===== src/rtl/sequenciador_acoes.sv =====
// Action sequencer: cycles FRENTE/ESQUERDA/DIREITA/RE on each reset_mux rising edge,
// pre-empted by a timed reverse manoeuvre when the obstacle sensor fires.
module sequenciador_acoes #(
    parameter int RE_CICLOS = 8
) (
    input  logic       clk,
    input  logic       reset,
    input  logic       liga,
    input  logic       reset_mux,
    input  logic       sensor_obstaculo,
    output logic [1:0] acao,
    output logic [1:0] motor_esq,
    output logic [1:0] motor_dir,
    output logic       limpa_contagem,
    output logic       em_desvio
);

    typedef enum logic [1:0] {
        PARADO  = 2'd0,
        EXECUTA = 2'd1,
        DESVIO  = 2'd2
    } estado_t;

    localparam logic [1:0] ACAO_FRENTE  = 2'd0;
    localparam logic [1:0] ACAO_DIREITA = 2'd2;
    localparam logic [1:0] ACAO_RE      = 2'd3;
    localparam logic [7:0] TIMER_CARGA  = 8'(RE_CICLOS - 1);

    estado_t    estado_q, estado_d;
    logic [1:0] acao_q, acao_d;
    logic [7:0] timer_q, timer_d;
    logic       reset_mux_ant_q;
    logic [1:0] motor_esq_q, motor_esq_d;
    logic [1:0] motor_dir_q, motor_dir_d;
    logic       limpa_q, limpa_d;
    logic       em_desvio_q, em_desvio_d;
    logic       avanco_s;

    assign avanco_s = reset_mux & ~reset_mux_ant_q;

    // State and output registers; edge-detector history resets high so a held request is not an advance
    always_ff @(posedge clk or posedge reset) begin
        if (reset) begin
            estado_q        <= PARADO;
            acao_q          <= 2'd0;
            timer_q         <= 8'd0;
            reset_mux_ant_q <= 1'b1;
            motor_esq_q     <= 2'b00;
            motor_dir_q     <= 2'b00;
            limpa_q         <= 1'b0;
            em_desvio_q     <= 1'b0;
        end else begin
            estado_q        <= estado_d;
            acao_q          <= acao_d;
            timer_q         <= timer_d;
            reset_mux_ant_q <= reset_mux;
            motor_esq_q     <= motor_esq_d;
            motor_dir_q     <= motor_dir_d;
            limpa_q         <= limpa_d;
            em_desvio_q     <= em_desvio_d;
        end
    end

    // Next-state: liga=0 dominates, then obstacle, then advance
    always_comb begin
        estado_d = estado_q;
        acao_d   = acao_q;
        timer_d  = timer_q;
        limpa_d  = 1'b0;
        if (!liga) begin
            estado_d = PARADO;
            timer_d  = 8'd0;
        end else begin
            case (estado_q)
                PARADO: begin
                    estado_d = EXECUTA;
                    acao_d   = ACAO_FRENTE;
                    limpa_d  = 1'b1;
                end
                EXECUTA: begin
                    if (sensor_obstaculo && (acao_q != ACAO_RE)) begin
                        estado_d = DESVIO;
                        timer_d  = TIMER_CARGA;
                    end else if (avanco_s) begin
                        acao_d  = acao_q + 2'd1;
                        limpa_d = 1'b1;
                    end else begin
                        acao_d = acao_q;
                    end
                end
                DESVIO: begin
                    if (timer_q == 8'd0) begin
                        estado_d = EXECUTA;
                        acao_d   = ACAO_DIREITA;
                        limpa_d  = 1'b1;
                    end else begin
                        timer_d = timer_q - 8'd1;
                    end
                end
                default: begin
                    estado_d = PARADO;
                    timer_d  = 8'd0;
                end
            endcase
        end
    end

    // Output decode from the next state so the registered outputs change on the same edge
    always_comb begin
        motor_esq_d = 2'b00;
        motor_dir_d = 2'b00;
        em_desvio_d = 1'b0;
        case (estado_d)
            PARADO: begin
                motor_esq_d = 2'b00;
                motor_dir_d = 2'b00;
            end
            EXECUTA: begin
                case (acao_d)
                    2'd0:    begin motor_esq_d = 2'b10; motor_dir_d = 2'b10; end
                    2'd1:    begin motor_esq_d = 2'b01; motor_dir_d = 2'b10; end
                    2'd2:    begin motor_esq_d = 2'b10; motor_dir_d = 2'b01; end
                    default: begin motor_esq_d = 2'b01; motor_dir_d = 2'b01; end
                endcase
            end
            DESVIO: begin
                motor_esq_d = 2'b01;
                motor_dir_d = 2'b01;
                em_desvio_d = 1'b1;
            end
            default: begin
                motor_esq_d = 2'b00;
                motor_dir_d = 2'b00;
            end
        endcase
    end

    assign acao           = acao_q;
    assign motor_esq      = motor_esq_q;
    assign motor_dir      = motor_dir_q;
    assign limpa_contagem = limpa_q;
    assign em_desvio      = em_desvio_q;

endmodule


===== config.mk =====
export PLATFORM = sky130hd
export DESIGN_NAME = sequenciador_acoes
export DESIGN_NICKNAME = d
export VERILOG_FILES = /design/src/rtl/sequenciador_acoes.sv
export SDC_FILE = /design/constraint.sdc
export NUM_CORES = 1
export LEC_CHECK = 0
export CAP_MARGIN = 20
export CORE_ASPECT_RATIO = 1.25
export CORE_UTILIZATION = 54
export CTS_CLUSTER_SIZE = 14
export DETAILED_ROUTE_END_ITERATION = 16
export GPL_TIMING_DRIVEN = 1
export PLACE_DENSITY = 0.84
export REMOVE_ABC_BUFFERS = 1
export SYNTH_ARGS = -nofsm -noshare
export SYNTH_HDL_FRONTEND = slang
export SYNTH_SLANG_ARGS = --single-unit

===== constraint.sdc =====
create_clock -name clk -period 2.4 [get_ports clk]
set_input_delay 0.48 -clock clk [delete_from_list [all_inputs] [get_ports clk]]
set_output_delay 0.48 -clock clk [all_outputs]
set_load 0.01 [all_outputs]

# --- Word level (Yosys, flattened, before mapping) ---
# Cells that the tools add are included.
word_totals:
  register_bits: 19
  input_bits: 5
  out_inout_bits: 8
classes:
  n_addsub: 2
  eq_ne: 10
  muxes: 23
  bitwise: 2
  reduce_logical: 7
op_table:
  columns: ["op", "n"]
  rows:
  - ["$mux 8", 3]
  - ["$pmux 8 s3", 1]
  - ["$mux 2", 9]
  - ["$pmux 2 s3", 2]
  - ["$logic_not 8->1", 1]
  - ["$pmux 2 s2", 2]
  - ["$sub 8x1->8 const B", 1]
  - ["$eq 2x1->1 const B", 3]
  - ["$eq 2x2->1 const B", 3]
  - ["$ne 3x3->1 const B", 2]
  - ["$mux 1", 5]
  - ["$logic_not 2->1", 2]
  - ["$ne 2x2->1 const B", 2]
  - ["$reduce_or 2->1", 2]
  - ["$pmux 1 s3", 1]
  - ["$reduce_and 3->1", 1]
  - ["$add 2x1->2 const B", 1]
  - ["$and 1x1->1", 1]
  - ["$logic_and 1x1->1", 1]
  - ["$not 1->1", 1]

# --- Longest topological paths before layout ---
depth:
  ltp_word: 10
  mapped_depth: 10

# --- Worst setup path after synthesis ---
# No wires, ideal clock.
synth_timing:
  path_type: "flip-flop to flip-flop"
  from: "register timer_q[0]"
  to: "register motor_dir_q[0], in the netlist motor_dir[0]"
  setup_ns: 0.090
  arrival_ns: 2.148
  required_time_ns: 2.310
  path_slack_ns: 0.162
  path_stages_with_launch: 10
  period_less_slack_ns: 2.238
  cell_sequence: "dfrtp_1 -> inv_1 -> ha_1 -> nor3b_2 -> a31oi_1 -> a21o_1 -> ha_1 -> nand2b_1 -> a211o_1 -> o221ai_1"
synth_via:
  elab_chain_cells: 8
  elab_cells_between_ends: 14
  classes_between: "3 x eq/ne; 8 x mux; 3 x reduce/logical"
synth_lines:
  columns: ["item", "line_no", "rtl"]
  rows:
  - ["start: declaration", "31", "logic [7:0] timer_q, timer_d;"]
  - ["start signal: assignment", "55", "timer_q <= timer_d;"]
  - ["$logic_not 8->1 (*)", "92", "if (timer_q == 8'd0) begin"]
  - ["$mux 2", "92", null]
  - ["$pmux 2 s3", "74", "case (estado_q)"]
  - ["$mux 2", "70", "if (!liga) begin"]
  - ["$eq 2x1->1 or $logic_not 2->1 (tied branches)", "119", "case (acao_d)"]
  - ["$reduce_or 2->1 (no line)", null, null]
  - ["$mux 2", "119", null]
  - ["$pmux 2 s2 (*)", "113", "case (estado_d)"]
  - ["named net motor_dir_d[0]", "34", "logic [1:0] motor_dir_q, motor_dir_d;"]
  - ["end signal: assignment", "58", "motor_dir_q <= motor_dir_d;"]
  - ["end: declaration", "34", null]
# The timed path passes the listed nets; every way through them passes the cells marked *.
# A chain may end at the register's enable or synchronous reset.

# --- Worst setup path in the final report ---
layout_timing:
  from: "register timer_q[0]"
  to: "register motor_dir_q[0], in the netlist motor_dir[0]"
layout_via:
  elab_cells_between_ends: 14
  classes_between: "3 x eq/ne; 8 x mux; 3 x reduce/logical"
layout_lines:
  columns: ["item", "line_no", "rtl"]
  rows:
  - ["$logic_not 8->1 (*)", "92", null]
  - ["$mux 2 (*)", "92", null]
  - ["$pmux 2 s3 (*)", "74", null]
  - ["$mux 2 (*)", "70", null]
  - ["named net estado_d[1]", "29", "estado_t estado_q, estado_d;"]
  - ["$eq 2x2->1 or $eq 2x1->1 (tied branches)", "113", null]
  - ["$pmux 2 s2 (*)", "113", null]
  - ["named net motor_dir_d[0]", "34", null]
# Marked as above.

==> summary.txt <==
Setup path
  – Worst setup EP type: flip-flop
  – Worst Path Arrival: 2.45 ns
  – Max FO, Critical Path: 5
  – Top cell by count, worst path: ha_1
  – Crit path max-delay cell type: dfrtp_1
  – CP Data Required Time: 2.61 ns
  – Critical Path, Cell by Cell: inv_1 > ha_1 > nor3b_4 > a21boi_0 > o21ai_1 > a21oi_1 > ha_1 > nand2b_1 > a211o_1 > o221ai_1
  – Crit path launch type: flip-flop
  – Peak per-stage delay on the critical path: 0.44 ns
  – Critical path class: reg2reg

Detailed routing
  – Routed Antenna Nets: 0
  – Final WL: 2435 um
  – # DRC: 0
  – Via/cell ratio: 6.563
  – Wirelength per Cell: 15.22 um
  – TritonRoute pass-1 iters: 4
  – DR vias: 1,050
  – DRT iter0 DRCs: 13

Timing
  – Hold slack: 0.5577 ns
  – Fin crit share: 93.21%
  – Final Max Tran Viols: 0
  – Hold Fails Final Rpt: 0
  – Final setup vio count: 0
  – Highest clock rate: 0.4470 GHz
  – Setup tns final: 0 ns
  – Final setup skew: 0.01376 ns
  – Rel. slew slack: 51.61%
  – Clock period minus worst slack: 2.237 ns
  – RSZ-0062 raised after global routing: false
  – Worst Tran Pin Value: 0.7250 ns

Logic synthesis
  – Synth warn: 0
  – Cell Area, Synth: 1142 um2
  – Dominant synthesized flop cell: dfrtp_1
  – Main area contributors after synthesis: dfrtp_1 (39%), ha_1 (8.8%), a21oi_1 (3.9%)
  – Cells after Synth: 117
  – Post-synth top cells: dfrtp_1 (18), a21oi_1 (9), inv_1 (9), ha_1 (8), nand2_1 (8)
  – Seq cells post-synth: 19
  – Sequential area share after synthesis: 41.73%
  – Asr flop ratio synth: 100.0%
  – Post-synth EDFFs: 0
  – Yosys cell types: 37
  – Top-area cell type share of the netlist area: 39.43%
  – Syn avg cell area: 9.764 um2
  – Dominant cell type by area after synthesis: dfrtp_1
  – Top-count cell post-synth: dfrtp_1

Die
  – Cell Rows: 18
  – Starting Density: 57.64%
  – Die Area: 2305 um2
  – Core Area: 1982 um2
  – Die Y: 53.43 um
  – IO Count: 13
  – Die Width: 43.14 um

Placement
  – Dpl cells: 155
  – Final RePlAce weighted congestion: 0.8275
  – Number of port buffers: 12
  – Post-DP HPWL: 1893 um

CTS
  – CTS sink cnt: 19
  – CTS Hold Bufs: 0
  – CTS buffer count: 3
  – Root Driver: clkbuf_4
  – Max clock buf depth: 2
  – H-tree Lvls: 1
  – Clk Latency, worst-skew pair: 0.31 ns
  – CTS tree: built
  – Clock slew seen by the registers of the worst setup and hold paths: 0.12 ns

GRT
  – Antenna violations before repair: 0
  – Pin count of the biggest net entering global routing: 20
  – Vias in the first global route: 1,038
  – Remaining Overflow, GRT: 0
  – Total Routing Usage GR: 23.48%
  – First-pass GRT wire length: 4091 um

Layout
  – Area Growth Syn to Fin: 21.36%
  – Finished Layout Cells: 160
  – Final #Nets: 154
  – Fill cells: 147
  – Layout cell share with drive strength beyond 1: 15.71%
  – N_diodes: 0

Power and ir drop
  – Power per cell area: 717.3 nW/um2
  – Power Total: 994.4 uW
  – Leak pwr: 0.0006623 uW
  – Worst VDD drop: 0.4571 mV

Job
  – Number of max-cap violations: 0

Run status
  – Status: complete, no violations

Min path
  – Hold Path Class: reg2reg
[power by group]
group	internal [uW]	total, uW	leakage (uW)	switching, uW
Combinational	202	402	0.000390	200
Sequential	369	428	0.000255	59.2
Clock	62.2	164	0.0000177	102
Total	633	994	0.000662	361
[state kept, by name (all words and copies together) (netlist names)]
| signal | count |
|---|---|
| acao | 2 |
| em_desvio | 1 |
| estado_q | 2 |
| limpa_contagem | 1 |
| motor_dir | 2 |
| motor_esq | 2 |
| reset_mux_ant_q | 1 |
| timer_q | 8 |
[critical path: cells and delay by family (launching register included)]
family                   cells  cell delay (ns)
buffers and inverters        1             0.07
AO/OA/AOI/OAI                5             0.74
AND/OR/NAND/NOR              2             0.38
flip-flops                   1             0.44
adder cells (fa/ha/maj)      2             0.50
[what timing repair did]
item | 4_1_cts | 5_1_grt
setup endpoints to repair | 0 | 2
resized for setup | 0 | 3
buffers inserted | 0 | 1
[final timing paths]
kind / start / to / slack, ns / cells past startpoint
setup / recovery: timer_q[0] / motor_dir[0] / 0.16 / 10
hold / removal: timer_q[7] / timer_q[7] / 0.56 / 1
setup reg to reg: timer_q[0] / motor_dir[0] / 0.16 / 10
hold reg to reg: timer_q[7] / timer_q[7] / 0.56 / 1
max in group asynchronous: reset / timer_q[6] / 1.35 / 2
min in group asynchronous: reset / motor_esq[0] / 0.58 / 2
[per-layer routing]
layer	track usage [%]	wire length, um	vias to the layer above
met5	0	0	-
met4	13.64	34	0
met3	3.072	82	5
met2	45.52	1373	38
met1	23.24	945	525
li1	-	-	482
[metrics by stage]
step	cell area (um2)	setup slack (ns)	utilization [%]
final	1386	0.1629	69.95
after global placement	1343	0.1386	67.74
after global routing	1386	0.002997	69.95
after floorplan	1130	0.1615	-
after detailed placement	1343	0.08087	67.74
after CTS	1370	0.02875	69.13
[area by class of cell]
class,count,area (um2),area share [%]
clock inverters,1,5.005,0.3610
inverters,9,33.78,2.437
multi-input cells,86,628.1,45.31
repair buffers,22,195.2,14.08
clock buffers,3,22.52,1.625
well taps,20,25.02,1.805
flip-flops and latches,19,476.7,34.39
[cell families (layout without fill, tap and decap cells)]
family / Yosys count / after routing / share of synthesized area, %
muxes: 2 / 2 / 1.971
and+or+nand+nor: 38 / 38 / 20.04
AOI/OAI and AO/OA: 38 / 38 / 23.44
DFF: 19 / 19 / 41.73
adders and majority gates: 8 / 8 / 8.763
buffers and inverters: 12 / 35 / 4.052
[cells in the final DEF, fill, tap and decap left out, types with 3 or more instances in the layout]
cell type	n
a21o_1	4
a21oi_1	9
a31oi_1	5
buf_4	10
clkbuf_4	3
clkdlybuf4s50_1	12
dfrtp_1	18
ha_1	7
inv_1	9
nand2_1	8
nand2b_1	7
nand3_1	4
nand4_1	3
o211ai_1	3
o21ai_0	3
Note: power is estimated with default switching activity, not from simulation.
